### src/rtl/elastic_buffer.sv
// DEPTH-entry valid/ready elastic buffer with flush and occupancy/high-water status.
// Latency: 1 cycle from accepted beat to out_valid when empty; one beat per cycle sustained.
// Backpressure: in_ready depends only on registered occupancy and flush, never on out_ready.
module elastic_buffer #(
    parameter int WIDTH = 32,
    parameter int DEPTH = 4,
    parameter int CW    = $clog2(DEPTH + 1)
) (
    input  logic             clk,
    input  logic             rst_n,
    input  logic             flush,
    input  logic             in_valid,
    output logic             in_ready,
    input  logic [WIDTH-1:0] in_data,
    output logic             out_valid,
    input  logic             out_ready,
    output logic [WIDTH-1:0] out_data,
    output logic [CW-1:0]    count,
    output logic [CW-1:0]    hwm
);

    localparam int AW = $clog2(DEPTH);
    localparam logic [CW-1:0] FULL = CW'(DEPTH);

    logic [WIDTH-1:0] mem_q [DEPTH];
    logic [AW-1:0]    wr_ptr_q, wr_ptr_d;
    logic [AW-1:0]    rd_ptr_q, rd_ptr_d;
    logic [CW-1:0]    count_q, count_d;
    logic [CW-1:0]    hwm_q, hwm_d;
    logic             push, pop;

    assign in_ready  = (count_q != FULL) & ~flush;
    assign out_valid = (count_q != '0) & ~flush;
    assign out_data  = mem_q[rd_ptr_q];
    assign count     = count_q;
    assign hwm       = hwm_q;

    assign push = in_valid & in_ready;
    assign pop  = out_valid & out_ready;

    always_comb begin
        wr_ptr_d = wr_ptr_q;
        rd_ptr_d = rd_ptr_q;
        count_d  = count_q;
        hwm_d    = hwm_q;
        if (flush) begin
            wr_ptr_d = '0;
            rd_ptr_d = '0;
            count_d  = '0;
            hwm_d    = '0;
        end else begin
            if (push) wr_ptr_d = wr_ptr_q + AW'(1);
            if (pop)  rd_ptr_d = rd_ptr_q + AW'(1);
            case ({push, pop})
                2'b10:   count_d = count_q + CW'(1);
                2'b01:   count_d = count_q - CW'(1);
                default: count_d = count_q;
            endcase
            hwm_d = (count_d > hwm_q) ? count_d : hwm_q;
        end
    end

    always_ff @(posedge clk or negedge rst_n) begin
        if (!rst_n) begin
            wr_ptr_q <= '0;
            rd_ptr_q <= '0;
            count_q  <= '0;
            hwm_q    <= '0;
        end else begin
            wr_ptr_q <= wr_ptr_d;
            rd_ptr_q <= rd_ptr_d;
            count_q  <= count_d;
            hwm_q    <= hwm_d;
        end
    end

    // Flush leaves storage alone; only the pointers and counters are cleared.
    always_ff @(posedge clk or negedge rst_n) begin
        if (!rst_n) begin
            for (int i = 0; i < DEPTH; i++) mem_q[i] <= '0;
        end else if (push) begin
            mem_q[wr_ptr_q] <= in_data;
        end
    end

endmodule

### config.mk
export PLATFORM = sky130hd
export DESIGN_NAME = elastic_buffer
export DESIGN_NICKNAME = d
export VERILOG_FILES = /design/src/rtl/elastic_buffer.sv
export SDC_FILE = /design/constraint.sdc
export NUM_CORES = 1
export LEC_CHECK = 0
export BUFFER_PORTS_ARGS = -buffer_cell sky130_fd_sc_hd__buf_4
export CORE_MARGIN = 3
export CORE_UTILIZATION = 45
export DETAILED_ROUTE_END_ITERATION = 7
export PLACE_DENSITY = 0.74
export RECOVER_POWER = 25
export SKIP_CTS_REPAIR_TIMING = 1
export SLEW_MARGIN = 20
export SYNTH_ARGS = -nofsm -noshare
export SYNTH_HDL_FRONTEND = slang
export SYNTH_SLANG_ARGS = --single-unit
### constraint.sdc
create_clock -name clk -period 7.98 [get_ports clk]
set_input_delay 0.399 -clock clk [delete_from_list [all_inputs] [get_ports clk]]
set_output_delay 0.399 -clock clk [all_outputs]
set_load 0.05 [all_outputs]
==> summary.txt <==
Synthesis
  – Yosys warns: 0
  – Synth cell types: 26
  – Seq/Total Area, Yosys: 56.0%
  – Asr flop ratio synth: 100%
  – Syn_nets: 420
  – Post-synth EDFFs: 0
  – Yosys top cell by area: dfrtp_1
  – Largest cells by area after synthesis: dfrtp_1 56%, mux2_2 23%, mux4_2 12%
  – Post-synth top cells: 138 x dfrtp_1, 128 x mux2_2, 32 x mux4_2, 12 x buf_6, 9 x nor2_1
  – Count leader, synth: dfrtp_1
  – Seq cells post-synth: 138
  – Ys flop type: dfrtp_1
  – Mapped Cells: ~370
  – Avg Synthesized Cell Area: around 16 um^2
  – Netlist Area Pre-Place: roughly 0.006 mm^2
  – Post-synth top area share: 56.0%

Setup path
  – Critical path's top delay family: buffers and inverters
  – Critical Path RT: between 8 and 9 ns
  – Worst Setup End Kind: asynchronous set/reset pin
  – Crit path cell chain: clkbuf_1, buf_4
  – CP max stage delay: approximately 2.8 ns
  – Setup slack, reg-to-reg: 4.43 ns
  – Critical Path AT: around 4.3 ns
  – Startpoint types: input pin
  – Worst path slowest cell: clkbuf_1
  – WP buf/inv: 2
  – Largest fanout on the critical path: 79
  – Crit Path Category: input pin to asynchronous set/reset pin

Floorplanning
  – Core Region: about 0.013 mm^2
  – I/O pin total: 77
  – Overall die area: ~0.015 mm^2
  – Starting Density: 46.2%
  – Die width: about 120 um
  – Die Y: approximately 120 um
  – Row count: 42

Clock tree
  – H-tree Lvls: 4
  – CTS tree: built
  – Longest Clk Path Bufs: 2
  – Clock slew at reported path FFs: ~0.050 ns
  – Worst skew pair latency: a little over 0.4 ns
  – Total clock sinks: approximately 140
  – Number of CTS-inserted buffers: 17
  – Root buffer cell: clkbuf_16

STA
  – Fin. max-slew vios: 80
  – RSZ-0062 raised after global routing: no
  – Fin crit share: between 40% and 50%
  – Worst slew pin tran: 4.09 ns
  – Setup ws final: about 4 ns
  – Post-layout min period: roughly 3.9 ns
  – Clk_skew: ~0.0064 ns
  – Max Fclk: between 200 and 300 MHz
  – Max-slew headroom: -173%
  – Post-route setup TNS: 0 ns
  – Final Hold Viols: 0
  – Setup violators final: 0

Power
  – PwrDens: 365 mW/mm^2
  – Maximum VDD drop: roughly 0.17 mV
  – Leak: between 3 and 4 nW

Drt
  – Wire per inst: 18.9 um
  – Routed Antenna Nets: 0
  – Vias per inst: between 5 and 6
  – Routed vias: around 3400
  – Drt pass-1 iters: 4
  – DR DRC count: 0
  – DRT iter0 DRCs: approximately 220
  – Routed WL: around 12000 um

Status
  – Failing checks: max-capacitance violations, max-slew violations
  – Status: complete, but fails checks

Place
  – Pre-CTS setup slack: 4.44 ns
  – Final RePlAce weighted congestion: 0.793
  – Port Buffers: 76
  – Placed Cells incl. Taps: 607
  – DP Wirelength: approximately 7300 um

Cells and area
  – Post-layout util: 55.6%
  – NumNets Final: slightly below 500
  – Layout area overhead: 20.3%
  – Share of cells above drive strength 1: between 50% and 60%
  – Fin cells: around 640
  – Ant. Diodes: 0

Global route
  – Congestion Overflow GR: 0
  – Vias in the first global route: between 3000 and 4000
  – First-pass GRT wire length: ~19000 um
  – Initial antenna violation count: 0
  – Largest net degree at the start of global routing: 80
  – GR Util All Layers: between 15 and 20%

Min path
  – Worst Hold Class: input pin to flop

Flow run
  – Number of max-cap violations: 1
==> area by class of cell <==
class	instances	area, um^2
fill	1074	5920
timing repair buffer	78	582
multi-input combinational	208	2530
clock buffer	26	529
inverter	7	26.3
sequential	138	3460
tap	176	220
clock inverter	6	82.6
==> registers in the layout, summed over array words and instances, names as in the netlist <==
| signal | count |
|---|---|
| count | 3 |
| hwm | 3 |
| mem_q | 128 |
| rd_ptr_q | 2 |
| wr_ptr_q | 2 |
==> per-stage QoR <==
stage	hold slack, ns	area, um^2	total power, W
CTS	0.0228	7430	0.00274
detailed placement	0.470	6820	0.00193
global placement	0.461	6820	0.00189
floorplan	0.103	6170	0.00170
finish	0.240	7420	0.00271
global route	0.227	7420	0.00284
==> power by group <==
part | internal (W) | leakage, nW | switching [W] | total (W)
logic | 0.000402 | 1.33 | 0.000443 | 0.000845
registers | 0.000946 | 1.71 | 0.000122 | 0.00107
clock network | 0.000517 | 0.302 | 0.000278 | 0.000795
==> cell usage in the layout, fill, tap and decap left out, drive strengths merged, types with 2 or more instances in the layout <==
cell,Yosys,layout
dfrtp,138,138
nand2,7,7
mux2i,2,2
bufinv,0,2
mux2,128,128
o31ai,2,2
a21oi,2,2
mux4,32,32
nor2,9,9
ha,8,8
clkinv,0,3
buf,15,77
clkbuf,6,27
inv,7,7
nand2b,2,2
xnor2,4,4
nor3b,3,3
==> kinds of logic after synthesis <==
family                   after synthesis  share of synthesized area (%)
flip-flops                           138                           56.0
AND/OR/NAND/NOR                       26                           2.17
buffers and inverters                 28                           3.22
multiplexers                         162                           35.4
AO/OA/AOI/OAI                          6                          0.608
XOR/XNOR                               5                          0.710
adder cells (fa/ha/maj)                9                           1.95
==> routing by layer <==
metal  track usage, %  wire length (um)  vias up
li1                 -                 -     1531
met1             22.6              5360     1820
met2             26.6              5940       75
met3             5.54               619       18
met4             6.57               158        0
met5                0                 0        -
==> path summary, 6_finish.rpt <==
path / from / endpoint / cells after the start
setup / recovery: rst_n / rd_ptr_q[1]$_DFFE_PN0P_ / 2
hold / removal: flush / rd_ptr_q[1]$_DFFE_PN0P_ / 2
setup reg to reg: count[2]$_DFF_PN0_ / hwm[2]$_DFFE_PN0P_ / 14
hold reg to reg: mem_q[39]$_DFFE_PN0P_ / mem_q[39]$_DFFE_PN0P_ / 1
max in group clk: count[2]$_DFF_PN0_ / hwm[2]$_DFFE_PN0P_ / 14
min in group asynchronous: rst_n / mem_q[54]$_DFFE_PN0P_ / 1
(Power assumes the default switching activity.)
